<file path="src/rtl/lc3b_types.sv">
// Shared LC-3b pipeline types: machine word, the NOP used as a pipeline
// bubble, and the pipeline-latch control states.
package lc3b_types;

    typedef logic [15:0] lc3b_word;

    localparam lc3b_word lc3b_nop = 16'h0000;

    typedef enum logic [1:0] {
        EMPTY = 2'd0,
        FULL  = 2'd1,
        SKID  = 2'd2
    } pipe_state_t;

    // Number of bundles held by the latch in a given state.
    function automatic logic [1:0] occupancy_of(input pipe_state_t s);
        case (s)
            FULL:    return 2'd1;
            SKID:    return 2'd2;
            default: return 2'd0;
        endcase
    endfunction

endpackage

</file>
<file path="src/rtl/pipe_reg.sv">
// Load-enabled register, asynchronously cleared by an active-high reset.
module pipe_reg #(
    parameter int WIDTH = 16
) (
    input  logic             clk,
    input  logic             rst,
    input  logic             load,
    input  logic [WIDTH-1:0] d,
    output logic [WIDTH-1:0] q
);

    // NOTE: sequential state is always written with non-blocking assignments.
    always_ff @(posedge clk or posedge rst) begin
        if (rst)
            q <= '0;
        else if (load)
            q <= d;
    end

endmodule

</file>
<file path="src/rtl/pipe_stage_latch.sv">
// Inter-stage pipeline latch: valid/ready handshake with a two-entry skid
// buffer (registered in_ready), synchronous flush and bubble-IR injection.
module pipe_stage_latch
    import lc3b_types::*;
#(
    parameter int                WIDTH        = 16,
    parameter int                NUM_FIELDS   = 5,
    parameter int                BUBBLE_FIELD = 0,
    parameter logic [WIDTH-1:0]  BUBBLE_VALUE = WIDTH'(lc3b_nop)
) (
    input  logic                        clk,
    input  logic                        rst,
    input  logic                        flush,
    input  logic                        in_valid,
    output logic                        in_ready,
    input  logic [NUM_FIELDS*WIDTH-1:0] in_data,
    output logic                        out_valid,
    input  logic                        out_ready,
    output logic [NUM_FIELDS*WIDTH-1:0] out_data,
    output logic [1:0]                  occupancy
);

    localparam int DW = NUM_FIELDS * WIDTH;

    pipe_state_t   state;
    pipe_state_t   state_next;
    logic          main_load;
    logic          skid_load;
    logic [DW-1:0] main_d;
    logic [DW-1:0] main_q;
    logic [DW-1:0] skid_q;
    logic          accept;
    logic          drain;

    // Handshake outputs depend only on the state register, so out_ready
    // never reaches in_ready combinationally.
    assign in_ready  = (state != SKID);
    assign out_valid = (state != EMPTY);
    assign occupancy = occupancy_of(state);

    assign accept = in_valid & in_ready;
    assign drain  = out_valid & out_ready;

    // NOTE: every combinational output gets a default first so no latch is inferred.
    always_comb begin
        state_next = state;
        main_load  = 1'b0;
        skid_load  = 1'b0;
        main_d     = in_data;

        case (state)
            EMPTY: begin
                if (accept) begin
                    main_load  = 1'b1;
                    state_next = FULL;
                end
            end
            FULL: begin
                if (accept && drain) begin
                    main_load = 1'b1;
                end else if (accept) begin
                    skid_load  = 1'b1;
                    state_next = SKID;
                end else if (drain) begin
                    state_next = EMPTY;
                end
            end
            SKID: begin
                if (drain) begin
                    main_load  = 1'b1;
                    main_d     = skid_q;
                    state_next = FULL;
                end
            end
            default: state_next = EMPTY;
        endcase

        // Flush discards held and incoming bundles without touching the data.
        if (flush) begin
            state_next = EMPTY;
            main_load  = 1'b0;
            skid_load  = 1'b0;
        end
    end

    always_ff @(posedge clk or posedge rst) begin
        if (rst)
            state <= EMPTY;
        else
            state <= state_next;
    end

    pipe_reg #(.WIDTH(DW)) u_main (
        .clk  (clk),
        .rst  (rst),
        .load (main_load),
        .d    (main_d),
        .q    (main_q)
    );

    pipe_reg #(.WIDTH(DW)) u_skid (
        .clk  (clk),
        .rst  (rst),
        .load (skid_load),
        .d    (in_data),
        .q    (skid_q)
    );

    // While invalid, the IR slot carries a NOP; other fields show stale MAIN.
    always_comb begin
        out_data = main_q;
        if (!out_valid)
            out_data[BUBBLE_FIELD*WIDTH +: WIDTH] = BUBBLE_VALUE;
    end

endmodule

</file>
<file path="config.mk">
export PLATFORM = sky130hd
export DESIGN_NAME = pipe_stage_latch
export DESIGN_NICKNAME = d
export VERILOG_FILES = /design/src/rtl/lc3b_types.sv /design/src/rtl/pipe_reg.sv /design/src/rtl/pipe_stage_latch.sv
export SDC_FILE = /design/constraint.sdc
export NUM_CORES = 1
export LEC_CHECK = 0
export ABC_CLOCK_PERIOD_IN_PS = 6000
export CORE_ASPECT_RATIO = 1.4
export CORE_UTILIZATION = 46
export DETAILED_ROUTE_END_ITERATION = 8
export GPL_TIMING_DRIVEN = 0
export PLACE_DENSITY = 0.77
export SLEW_MARGIN = 15
export SYNTH_ARGS = -nofsm -noshare
export SYNTH_HDL_FRONTEND = slang
export SYNTH_SLANG_ARGS = --single-unit
export TNS_END_PERCENT = 10
</file>
<file path="constraint.sdc">
create_clock -name clk -period 6 [get_ports clk]
set_input_delay 1.8 -clock clk [delete_from_list [all_inputs] [get_ports clk]]
set_output_delay 1.8 -clock clk [all_outputs]
set_load 0.05 [all_outputs]
</file>
==> impl_metrics.env <==
export IMPL_synth_edf_count=0
export IMPL_track_usage_pct=20.1
export IMPL_syn_cell_area_sq_mm=0.00773
export IMPL_critPathSlowestCell="clkdlybuf4s50_1"
export IMPL_intPower_mw=2.57
export IMPL_worstMarginPinSlew_ps=901
export IMPL_clockPowerShare_pct=27.4
export IMPL_worstSetupStartpointType="register"
export IMPL_cp_cell_sequence="clkbuf_1 -> nor2_1 -> clkbuf_1 -> nor2b_1 -> clkdlybuf4s50_1"
export IMPL_grt_start_max_net_pins=39
export IMPL_start_util_pct=47.4
export IMPL_cts_setup_buffers=0
export IMPL_routedWlPerCell_microns=17.3
export IMPL_clock_skew_ps=8.95
export IMPL_cts_resized_gates=0
export IMPL_place_congestion=0.733
export IMPL_syn_nets=615
export IMPL_vdd_ir_drop_max_mv=0.189
export IMPL_p_sw_mw=1.16
export IMPL_dpl_cell_count=902
export IMPL_crit_type="reg -> out"
export IMPL_violations="DRC"
export IMPL_drt_iter0_drc=151
export IMPL_area_delta_synth_final_pct=33.7
export IMPL_timing_critical_path_mode_cell="clkbuf_1"
export IMPL_ys_warn_count=0
export IMPL_power_leakage_nw=4.48
export IMPL_finalSetupTns_ps=0
export IMPL_max_slew_margin_rel_pct=40.1
export IMPL_p_per_area_mw_per_mm2=361
export IMPL_maxSlewViolCount=0
export IMPL_antenna_found_initial=0
export IMPL_endpoint_kind="primary output"
export IMPL_drtPass1Iterations=6
export IMPL_worst_path_max_fanout=10
export IMPL_yosys_most_used_dff="dfrtp_1"
export IMPL_cts_buffers=17
export IMPL_comb_power_share_pct=32.5
export IMPL_syn_mean_instance_area_sq_um=14.6
export IMPL_vias=4692
export IMPL_cp_slowest_stage_delay_ps=720
export IMPL_hold_viol=0
export IMPL_fmax_ghz=0.217
export IMPL_route_detailed_drc=12
export IMPL_cap_violations=0
export IMPL_yosysUniqueCellTypes=22
export IMPL_antenna_cells=0
export IMPL_fp_dieW_microns=112
export IMPL_grt_pass1_vias=5372
export IMPL_die_area_sq_mm=0.0173
export IMPL_synth_cells=530
export IMPL_outcome="complete, but fails checks"
export IMPL_fillers=1231
export IMPL_cts_root_buf="clkbuf_16"
export IMPL_final_layout_size_suffix_gt1_share_pct=49.9
export IMPL_ys_ff_latch=162
export IMPL_hold_path_class="reg -> reg"
export IMPL_ctsHoldBuffers=0
export IMPL_via_per_inst=5.03
export IMPL_min_period_ps=4600
export IMPL_rsz0062_at_grt="false"
export IMPL_cts_buffer_depth=2
export IMPL_cp_data_arrival_time_ps=2800
export IMPL_cp_required_ps=4200
export IMPL_cts_tree="yes"
export IMPL_cts_htree_levels=4
export IMPL_coreArea_sq_mm=0.0163
export IMPL_io_buffers=168
export IMPL_antenna_left=0
export IMPL_layout_cells_non_filler=933
export IMPL_cts_sinks=162
export IMPL_seq_power_share_pct=40.1
export IMPL_min_period_over_period_pct=76.6
export IMPL_swShare_pct=31.1
export IMPL_grt_pass1_wl_microns=27100
export IMPL_io_pins=169
export IMPL_dp_hpwl_microns=11800
export IMPL_rrSetupSlack_ps=3870
export IMPL_ys_seq_area_share_pct=52.4
export IMPL_die_y_microns=155
export IMPL_gr_total_overflow=0
export IMPL_clk_latency_ps=410
export IMPL_nNetsFinal=807
export IMPL_floorplan_rows=55
export IMPL_clk_pin_slew_worst_paths_ps=60
export IMPL_finalSetupViolCount=0
export IMPL_async_reset_ff_share_pct=100
export IMPL_wl_microns=16100
-- registers in the layout, indices dropped and copies added (netlist names) --
signal	cells
state	2
u_main.q	80
u_skid.q	80
-- cell type report --
| cell class | instances | area (sq um) | area share (%) |
|---|---|---|---|
| Multi-Input combinational cell | 273 | 2970 | 28.7 |
| Timing Repair Buffer | 173 | 1800 | 17.4 |
| Sequential cell | 162 | 4050 | 39.2 |
| Clock buffer | 24 | 482 | 4.66 |
| Inverter | 3 | 15.0 | 0.145 |
| Buffer | 92 | 704 | 6.81 |
| Tap cell | 199 | 249 | 2.41 |
| Clock inverter | 7 | 73.8 | 0.714 |
-- per-stage QoR --
stage / util, % / power [mW] / area, sq um / setup slack [ps] / hold WS [ps]
after CTS: 63.4 / 3.77 / 10300 / 1330 / 502
final: 63.4 / 3.73 / 10300 / 1400 / 499
after global placement: 59.3 / 2.68 / 9670 / 866 / 482
after detailed placement: 60.0 / 2.74 / 9780 / 1780 / 487
after floorplan: - / 2.35 / 7740 / 2140 / 473
after global routing: 63.4 / 3.90 / 10300 / 1240 / 515
-- cell families (layout without fill, tap and decap cells) --
| family | count (synthesis) | after routing | synth area share (%) |
|---|---|---|---|
| mux | 241 | 241 | 35.6 |
| flops | 162 | 162 | 52.4 |
| buf+inv | 95 | 299 | 9.25 |
| simple gates | 28 | 28 | 2.22 |
| compound gates | 4 | 4 | 0.566 |
-- cell usage after synthesis (2+ instances only) --
library cell,instances,area (sq um)
buf_4,64,480
mux2_2,230,2590
nor2_1,3,11.3
mux2_4,10,150
nand2_1,2,7.51
buf_8,8,120
nor2b_1,18,113
inv_1,3,11.3
clkbuf_1,2,7.51
dfrtp_1,162,4050
buf_2,17,85.1
-- cell usage in the layout (no fill, tap or decap), drive strengths merged --
cell	instances
o31ai	1
buf	95
nand3b	1
nand2	2
or3b	1
clkinvlp	2
and2b	1
nand3	1
bufinv	1
mux2i	1
a21boi	1
nor2b	18
inv	4
o21ba	1
dfrtp	162
mux2	240
clkinv	3
or4bb	1
clkbuf	26
clkdlybuf4s50	168
a21oi	1
nor2	3
-- per-layer routing --
metal | global-route usage, % | up-vias | routed length [microns]
li1 | - | 2162 | -
met1 | 23.1 | 2397 | 6410
met2 | 36.3 | 121 | 8720
met3 | 5.53 | 12 | 804
met4 | 6.11 | 0 | 216
met5 | 0 | - | 0
-- power groups by stage --
stage	sequential [mW]	combinational, mW	clock, mW
after global routing	1.53	1.28	1.09
after global placement	1.49	1.19	0
final	1.50	1.21	1.02
after CTS	1.50	1.23	1.05
after floorplan	1.47	0.886	0
after detailed placement	1.51	1.22	0
-- final timing paths --
check	endpoint	depth (start not counted)	startpoint
min in group asynchronous	u_main.q[45]$_DFFE_PP0P_	2	rst
max	out_data[10]	5	state[0]$_DFFE_PP0P_
min reg2reg	u_main.q[13]$_DFFE_PP0P_	1	u_main.q[13]$_DFFE_PP0P_
max reg2reg	u_main.q[71]$_DFFE_PP0P_	5	state[1]$_DFFE_PP0P_
min	u_main.q[13]$_DFFE_PP0P_	1	u_main.q[13]$_DFFE_PP0P_
max in group asynchronous	u_main.q[63]$_DFFE_PP0P_	4	rst
-- critical path, delay by kind of cell, from the launching register on --
family | cells | cell delay (ps)
buffers and inverters | 3 | 1380
flip-flops | 1 | 350
AND/OR/NAND/NOR | 2 | 660
Note: power is estimated with default switching activity, not from simulation.
